**config.mk**
```make
export PLATFORM = sky130hd
export DESIGN_NAME = uart_tx_fifo
export DESIGN_NICKNAME = d
export VERILOG_FILES = /design/src/rtl/uart_tx_fifo.sv
export SDC_FILE = /design/constraint.sdc
export NUM_CORES = 1
export LEC_CHECK = 0
export ABC_AREA = 1
export BUFFER_PORTS_ARGS = -buffer_cell sky130_fd_sc_hd__buf_2
export CAP_MARGIN = 30
export CORE_ASPECT_RATIO = 1.25
export CORE_MARGIN = 4
export CORE_UTILIZATION = 25
export DETAILED_ROUTE_END_ITERATION = 8
export PLACE_DENSITY = 0.39
export SKIP_LAST_GASP = 1
export SYNTH_ARGS = -nofsm -noshare
export SYNTH_HDL_FRONTEND = slang
export SYNTH_SLANG_ARGS = --single-unit
```
**constraint.sdc**
```tcl
create_clock -name I_clk -period 2.2 [get_ports I_clk]
set_input_delay 0.44 -clock I_clk [delete_from_list [all_inputs] [get_ports I_clk]]
set_output_delay 0.44 -clock I_clk [all_outputs]
set_load 0.05 [all_outputs]
```
**src/rtl/uart_tx_fifo.sv**
```systemverilog
// uart_tx_fifo: circular byte FIFO feeding a UART transmitter via an
// exec/ready handshake. Writes are accepted every cycle until full; dropped
// writes raise a sticky overflow flag. Status flags are registered.
module uart_tx_fifo #(
    parameter int DEPTH_LOG2 = 4
) (
    input  logic                  I_clk,
    input  logic                  I_reset,
    input  logic [7:0]            I_wr_data,
    input  logic                  I_wr_en,
    input  logic                  I_flush,
    input  logic                  I_clr_overflow,
    output logic                  O_full,
    output logic                  O_empty,
    output logic [DEPTH_LOG2:0]   O_count,
    output logic                  O_overflow,
    output logic [7:0]            O_tx_data,
    output logic                  O_tx_exec,
    input  logic                  I_tx_ready
);

    localparam int DEPTH = 1 << DEPTH_LOG2;

    typedef logic [DEPTH_LOG2-1:0] ptr_t;
    typedef logic [DEPTH_LOG2:0]   cnt_t;

    localparam cnt_t CNT_FULL = cnt_t'(DEPTH);
    localparam cnt_t CNT_ZERO = {(DEPTH_LOG2+1){1'b0}};
    localparam cnt_t CNT_ONE  = cnt_t'(1'b1);
    localparam ptr_t PTR_ZERO = {DEPTH_LOG2{1'b0}};
    localparam ptr_t PTR_ONE  = ptr_t'(1'b1);

    logic [7:0] mem_r [DEPTH];
    ptr_t       wr_ptr_r;
    ptr_t       rd_ptr_r;
    cnt_t       count_r;
    logic       full_r;
    logic       empty_r;
    logic       overflow_r;
    logic [7:0] tx_data_r;
    logic       tx_exec_r;

    logic       push_s;
    logic       pop_s;
    logic       drop_s;
    cnt_t       count_nxt_s;

    // Decide push / issue / drop for this cycle and the next occupancy count.
    always_comb begin
        push_s      = 1'b0;
        pop_s       = 1'b0;
        drop_s      = I_wr_en && full_r;
        count_nxt_s = count_r;
        if (I_flush) begin
            count_nxt_s = CNT_ZERO;
        end else begin
            push_s = I_wr_en && !full_r;
            // !tx_exec_r: ready is still high the cycle exec is sampled.
            pop_s  = !empty_r && I_tx_ready && !tx_exec_r;
            case ({push_s, pop_s})
                2'b10:   count_nxt_s = count_r + CNT_ONE;
                2'b01:   count_nxt_s = count_r - CNT_ONE;
                default: count_nxt_s = count_r;
            endcase
        end
    end

    // Pointers, count, registered flags, issue register and overflow flag.
    always_ff @(posedge I_clk) begin
        if (I_reset) begin
            wr_ptr_r   <= PTR_ZERO;
            rd_ptr_r   <= PTR_ZERO;
            count_r    <= CNT_ZERO;
            full_r     <= 1'b0;
            empty_r    <= 1'b1;
            overflow_r <= 1'b0;
            tx_data_r  <= 8'h00;
            tx_exec_r  <= 1'b0;
        end else begin
            if (I_flush) begin
                wr_ptr_r <= PTR_ZERO;
                rd_ptr_r <= PTR_ZERO;
            end else begin
                if (push_s) begin
                    wr_ptr_r <= wr_ptr_r + PTR_ONE;
                end
                if (pop_s) begin
                    rd_ptr_r <= rd_ptr_r + PTR_ONE;
                end
            end
            count_r   <= count_nxt_s;
            full_r    <= (count_nxt_s == CNT_FULL);
            empty_r   <= (count_nxt_s == CNT_ZERO);
            tx_exec_r <= pop_s;
            if (pop_s) begin
                tx_data_r <= mem_r[rd_ptr_r];
            end
            // A dropped write wins over a simultaneous clear.
            if (drop_s) begin
                overflow_r <= 1'b1;
            end else if (I_clr_overflow) begin
                overflow_r <= 1'b0;
            end
        end
    end

    // Storage array; contents need no reset since count gates every read.
    always_ff @(posedge I_clk) begin
        if (!I_reset && push_s) begin
            mem_r[wr_ptr_r] <= I_wr_data;
        end
    end

    assign O_full     = full_r;
    assign O_empty    = empty_r;
    assign O_count    = count_r;
    assign O_overflow = overflow_r;
    assign O_tx_data  = tx_data_r;
    assign O_tx_exec  = tx_exec_r;

endmodule

```
==> results of run 1 <==
worst reg2reg max path, delay by kind of cell, from the launching register on:
family	cells	cell delay, ns
AND/OR/NAND/NOR	10	0.71
adder cells (fa/ha/maj)	2	0.42
flip-flops	1	0.32
buffers and inverters	3	0.25
AO/OA/AOI/OAI	2	0.21
final cells by class:
| type | instances | share of cell area |
|---|---|---|
| Multi-Input combinational cell | 354 | 0.230 |
| Clock buffer | 20 | 0.0594 |
| Clock inverter | 12 | 0.0208 |
| Sequential cell | 153 | 0.566 |
| Timing Repair Buffer | 60 | 0.0521 |
| Tap cell | 335 | 0.0546 |
| Inverter | 35 | 0.0171 |
worst max path at each step:
stage	startpoint	end	slack (ns)	cells past startpoint
floorplan	O_tx_exec	O_empty	0.01	16
global placement	I_wr_en	O_empty	0.03	17
detailed placement	I_wr_en	O_empty	-0.004	17
CTS	O_tx_exec	O_empty	0.13	17
global route	O_tx_exec	O_empty	0.02	17
finish	O_tx_exec	O_empty	0.23	17
layer usage:
metal	track usage	vias to the layer above	routed length (um)
met5	0	-	0
met4	0.0373	0	224
met3	0.0213	16	455
met2	0.195	75	7950
met1	0.155	2038	7250
li1	-	2100	-
stage by stage:
stage	cells	utilization	hold WS (ns)	setup TNS [ns]
4_1_cts	969	0.303	0.261	0
3_3_place_gp	937	0.279	0.451	0
3_5_place_dp	937	0.279	0.484	-0.00371
2_1_floorplan	569	-	0.455	0
6_report	969	0.304	0.271	0
5_1_grt	969	0.304	0.275	0
flip-flops by register name, summed over array words and instances, names as in the netlist:
signal	flops
rd_ptr_r	4
O_tx_data	8
O_tx_exec	1
O_overflow	1
O_count	5
mem_r	128
wr_ptr_r	4
O_empty	1
O_full	1
power by group through the flow:
stage / Sequential [W] / Clock (W) / Combinational [W]
floorplan: 0.00331 / 0 / 0.000234
global placement: 0.00325 / 0 / 0.000451
detailed placement: 0.00325 / 0 / 0.000453
CTS: 0.00319 / 0.00311 / 0.000454
global route: 0.00319 / 0.00323 / 0.000504
finish: 0.00319 / 0.00304 / 0.000451
cell families (layout without fill, tap and decap cells):
| family | after synthesis | in the layout | share of synthesized area |
|---|---|---|---|
| AOI/OAI and AO/OA | 126 | 126 | 0.114 |
| xor gates and xnor gates | 1 | 1 | 0.00137 |
| adders and majority gates | 8 | 8 | 0.0156 |
| buffers and inverters | 62 | 127 | 0.0503 |
| DFF | 153 | 153 | 0.677 |
| and+or+nand+nor | 219 | 219 | 0.141 |
cell usage in the layout (no fill, tap or decap):
| master | count |
|---|---|
| o21ai_0 | 48 |
| o211ai_1 | 32 |
| a21oi_1 | 10 |
| a21oi_2 | 1 |
| xnor2_1 | 1 |
| nor2_2 | 1 |
| o21ai_1 | 26 |
| inv_1 | 29 |
| ha_1 | 7 |
| inv_6 | 5 |
| dfxtp_1 | 20 |
| clkbuf_1 | 1 |
| nand3_1 | 31 |
| dfxtp_2 | 5 |
| buf_12 | 2 |
| o21a_1 | 9 |
| clkinv_1 | 3 |
| clkbuf_8 | 2 |
| clkinvlp_4 | 3 |
| clkbuf_16 | 17 |
| nand2_2 | 3 |
| nand3_2 | 3 |
| nand4_1 | 1 |
| nor2_4 | 2 |
| nand2_1 | 49 |
| edfxtp_1 | 128 |
| buf_2 | 30 |
| nor2_1 | 129 |
| buf_4 | 28 |
| inv_2 | 4 |
| bufinv_16 | 3 |
| ha_4 | 1 |
what timing repair did:
item,4_1_cts,5_1_grt
hold buffers,0,0
resized for setup,0,5
endpoints found under the setup margin,0,1
==> reports/metrics.cfg, run 1 <==
[sta]
finalCritPeriodShare = 0.897
hold_viol = 0
maxSlewHeadroom = 0.535
setup_ws_ns = 0.226
setup_viol = 0
skew_ns = 0.00821
min_period_ns = 1.97
slew_viol_final = 0
rsz0062_at_grt = no
worstMarginPinSlew_ns = 0.694
max_freq_mhz = 507

[flow_run]
cap_viol_max_count = 0

[worst_setup_path]
crit_required_ns = 2.55
cpPeakStageDelay_ns = 0.32
cp_top_family = simple AND/OR/NAND/NOR gates
critical_path_class = flip-flop to flip-flop
cp_slowest_cell = dfxtp_2
rrSetupSlack_ns = 0.23
cp-start-kind = flip-flop
end_kind = flip-flop
path_buf_inv = 3
arrival_ns = 2.32
crit_path_max_fanout = 4
reg2reg_depth = 17
crit_path_frequent_cell = nand2_1
regToRegStartpoint = O_tx_exec
reg2reg_to = O_empty
crit_chain = nor2_1 -> nand2_1 -> inv_2 -> ha_4 -> nand2_1 -> inv_2 -> nor2_2 -> ha_1 -> nor2_1 -> nor2_1 -> o21ai_0 -> nand2_1 -> inv_1 -> nand2_1 -> a21oi_2 -> nand2_1 -> nand2_1

[grt]
antenna_found_initial = 0
grt_usage = 0.117
grt_pass1_vias = 4290
grt_pass1_wl_mm = 25.0
overflow = 0
grt_max_degree = 49

[clock_network]
cts_buffers = 17
cts_max_path_buffers = 2
cts_tree = yes
clk_latency_ns = 0.42
htree_num_levels = 4
clk_pin_slew_ns = 0.06
cts.sinks = 153
post_cts_buffers = 0
clock-root-buffer = clkbuf_16

[power]
p_leak_nw = 2.76
power_density_nw_per_um2 = 868
max-vdd-ir-drop_mv = 0.477
switching_share = 0.228
intPower_w = 0.00515
p_comb_frac = 0.068
power.switching_w = 0.00152
pwr-share-clk = 0.455
pwr-share-seq = 0.477
finalPower_w = 0.00667

[route]
drc = 0
final_antenna_net_count = 0
first_pass_iters = 5
drtIter0Drc = 307
wl_per_cell_um = 16.4
wl_mm = 15.9
via_per_inst = 4.36
dr_total_vias = 4229

[placement]
gp_congestion = 0.795
dp_hpwl_mm = 10.6
dpl-instance-area_sq_um = 7050
post-place-ws_ns = -0.00371
io_buffers = 30

[yosys]
synth.yosys.seq_area_share = 0.677
async_reset_ff_frac = 0
ys_warn_count = 0
ys_ff_latch = 153
synth_top_area_share = 0.599
synth.most_common_cell = nor2_1
synth.distinct_cells = 24
synth.top_cells.by_count = nor2_1, edfxtp_1, nand2_1
synth_ff_type = edfxtp_1
synth_nets = 591
avgSynthCellArea_sq_um = 11.3
netlist_instances = 569
netlist_area_sq_um = 6420
synth_enable_flop_cells = 128
synthTopCellsByArea = edfxtp_1, dfxtp_1, nor2_1
yosysTopAreaCell = edfxtp_1

[layout]
area_growth_pct = 19.8
drive_gt1_frac = 0.174
n_antenna_cell = 0
fin_nets = 643
ff_latch_area_sq_um = 4350
multi_input_area_sq_um = 1770
stdcell_area_sq_um = 7680
final.fill_count = 2558

[floorplan]
core_area_sq_um = 25300
rows = 65
die_width_um = 151
ios = 31
die-area_sq_um = 28300
die_h_um = 187
initial_core_util = 0.254

[outcome]
status = finished, final reports clean

[hold_path]
min_to = O_overflow
hp-class = primary input to flip-flop
hold_depth = 4
hold_start = I_clr_overflow

No activity file was read; power rests on OpenSTA's default activity.
==> inputs of run 2 (changes only) <==
--- a/config.mk
+++ b/config.mk
@@ -9,10 +9,10 @@
 export BUFFER_PORTS_ARGS = -buffer_cell sky130_fd_sc_hd__buf_2
 export CAP_MARGIN = 30
 export CORE_ASPECT_RATIO = 1.25
-export CORE_MARGIN = 4
-export CORE_UTILIZATION = 25
+export CORE_UTILIZATION = 36
+export CTS_BUF_LIST = sky130_fd_sc_hd__clkbuf_8
 export DETAILED_ROUTE_END_ITERATION = 8
-export PLACE_DENSITY = 0.39
+export PLACE_DENSITY = 0.52
 export SKIP_LAST_GASP = 1
 export SYNTH_ARGS = -nofsm -noshare
 export SYNTH_HDL_FRONTEND = slang
==> run 2 against run 1 <==
Design area decreased by 5.5%; total power decreased by 16%; sequential share of layout area increased by 3.3 points; clock-buffer cell count decreased by 3; utilization increased by 11 points; first-iteration DRC count decreased by 30%; critical path type unchanged; hold slack got worse by 0.025 ns; die area decreased by 35%; combinational power decreased by 2%; non-clock buffer count decreased by 2; final cell count decreased by 12%.
==> reports/metrics.cfg, run 2 (synthesis results as in run 1) <==
[sta]
rsz0062_at_grt = no
hold_viol = 0  ; unchanged
skew_ns = 0.0117  ; +0.00352 ns
maxSlewHeadroom = 0.635  ; +0.100
worstMarginPinSlew_ns = 0.545  ; -0.149 ns
slew_viol_final = 0  ; unchanged
setup_ws_ns = 0.244  ; +0.0174 ns
finalCritPeriodShare = 0.889  ; -0.00790
max_freq_mhz = 511  ; +0.89%
setup_viol = 0  ; unchanged
min_period_ns = 1.96  ; -0.0174 ns
tns_ns = 0  ; unchanged

[route]
routed.top_layer = met4
wl_per_cell_um = 17.5  ; +6.8%
dr_total_vias = 4311  ; +1.9%
met2_length_mm = 7.40  ; -6.9%
wl_met1_mm = 6.67  ; -8.0%
final_antenna_net_count = 0  ; unchanged
wl_mm = 15.0  ; -5.7%
via_per_inst = 5.04  ; +15%
met3_wirelength_um = 587  ; +29%
drtIter0Drc = 216  ; -30%
first_pass_iters = 8  ; +3
drc = 0  ; unchanged

[grt]
antenna_found_initial = 0  ; unchanged
grt_max_degree = 44  ; -10%
grt_pass1_vias = 4203  ; -2.0%
grt_usage = 0.174  ; +0.0566
overflow = 0  ; unchanged
grt_pass1_wl_mm = 23.5  ; -6.2%

[layout]
fin_nets = 641  ; -0.31%
top_register = mem_r
drive_gt1_frac = 0.171  ; -0.00262
area_growth_pct = 13.1
layout_common_cells = nor2_1, edfxtp_1, nand2_1, o21ai_0, o211ai_1
largest_register_ffs = 128  ; unchanged
n_antenna_cell = 0  ; unchanged

[power]
power.switching_w = 0.00149  ; -1.7%
intPower_w = 0.00411  ; -20%
max-vdd-ir-drop_mv = 0.468  ; -2.0%
switching_share = 0.266  ; +0.0386
pwr-share-clk = 0.354  ; -0.101
p_comb_frac = 0.079  ; +0.011
pwr-share-seq = 0.567  ; +0.090
p_leak_nw = 2.64  ; -4.3%
power_density_nw_per_um2 = 772  ; -11%

[clock_network]
clock-root-buffer = clkbuf_8
htree_num_levels = 4  ; unchanged
cts.sinks = 153  ; unchanged
cts_tree = yes
post_cts_buffers = 0  ; unchanged
ctsHoldBuffers = 0  ; unchanged
clk_latency_ns = 0.44  ; +0.02 ns
cts_max_path_buffers = 2  ; unchanged
cts_buffers = 17  ; unchanged
clk_pin_slew_ns = 0.09  ; +0.03 ns

[worst_setup_path]
crit_path_frequent_cell = nand2_1
cp-start-kind = flip-flop
end_kind = flip-flop
crit_required_ns = 2.57  ; +0.02 ns
cpPeakStageDelay_ns = 0.32  ; about the same
cp_slowest_cell = dfxtp_2
crit_path_max_fanout = 3  ; -1
rrSetupSlack_ns = 0.24  ; +0.02 ns
critical_path_class = flip-flop to flip-flop
cp_top_family = simple AND/OR/NAND/NOR gates
arrival_ns = 2.33  ; about the same
crit_chain = nor2_1 -> nand2_1 -> inv_2 -> ha_2 -> nand2_1 -> inv_1 -> nor2_2 -> ha_1 -> nor2_2 -> nor2_1 -> o21ai_0 -> nand2_1 -> inv_1 -> nand2_1 -> a21oi_1 -> nand2_1 -> nand2_1
path_buf_inv = 3  ; unchanged

[placement]
gp_congestion = 0.794  ; -0.10%
post-place-ws_ns = 0.0604  ; +0.0641 ns
dp_hpwl_mm = 9.99  ; -6.2%
io_buffers = 30  ; unchanged

[floorplan]
initial_core_util = 0.368  ; +0.114
rows = 54  ; -17%
die-area_sq_um = 18400  ; -35%
ios = 31  ; unchanged
core_area_sq_um = 17400  ; -31%
die_width_um = 121  ; -20%
die_h_um = 151  ; -19%

[outcome]
status = finished, final reports clean

[flow_run]
cap_viol_max_count = 0  ; unchanged

[hold_path]
hp-class = primary input to flip-flop

run 2: cell types whose count changed in the layout (fill, tap and decap cells not counted), sizes merged:
cell,change
clkinvlp,-2
bufinv,-3
clkinv,+5
inv,+3
buf,-2
clkbuf,-3
run 2: power by group through the flow:
stage               logic (W)  clock network, W  registers, W
finish               0.000443           0.00198       0.00318
global route         0.000492           0.00214       0.00318
CTS                  0.000444           0.00203       0.00318
detailed placement   0.000442                 0       0.00325
global placement     0.000437                 0       0.00325
floorplan            0.000234                 0       0.00331
run 2: final timing paths:
kind                                     start         end  cells past startpoint
worst max-delay path                 O_tx_exec     O_empty                     17
worst min-delay path            I_clr_overflow  O_overflow                      4
worst max register to register       O_tx_exec     O_empty                     17
worst min register to register      O_overflow  O_overflow                      2
run 2: cell type report:
cell class	instances	area [sq um]
Tap cell	224	280
Timing Repair Buffer	58	373
Clock inverter	15	136
Fill cell	1724	10200
Clock buffer	17	234
Sequential cell	153	4350
Inverter	35	131
Multi-Input combinational cell	354	1750
run 2: what timing repair did:
action,in CTS,in global routing
hold endpoints to repair,0,0
endpoints found under the setup margin,0,1
resized for setup,0,3
run 2: tightest hold or removal path: stages:
cell and delay [ns]:
buf_2 0.08, inv_1 0.03, nand2_1 0.04, a21oi_1 0.05
run 2: per-layer routing:
layer  GRT usage  up-vias
li1            -     2096
met1       0.226     2075
met2       0.285      118
met3      0.0324       22
met4      0.0710        0
met5           0        -
run 2: metrics by stage:
step	total power [W]	cells	area [sq um]	hold WS [ns]	utilization
floorplan	0.00354	569	6420	0.455	-
global placement	0.00368	824	6880	0.450	0.395
detailed placement	0.00369	824	6880	0.449	0.395
CTS	0.00565	856	7250	0.215	0.416
global route	0.00582	856	7260	0.213	0.416
finish	0.00561	856	7260	0.247	0.416
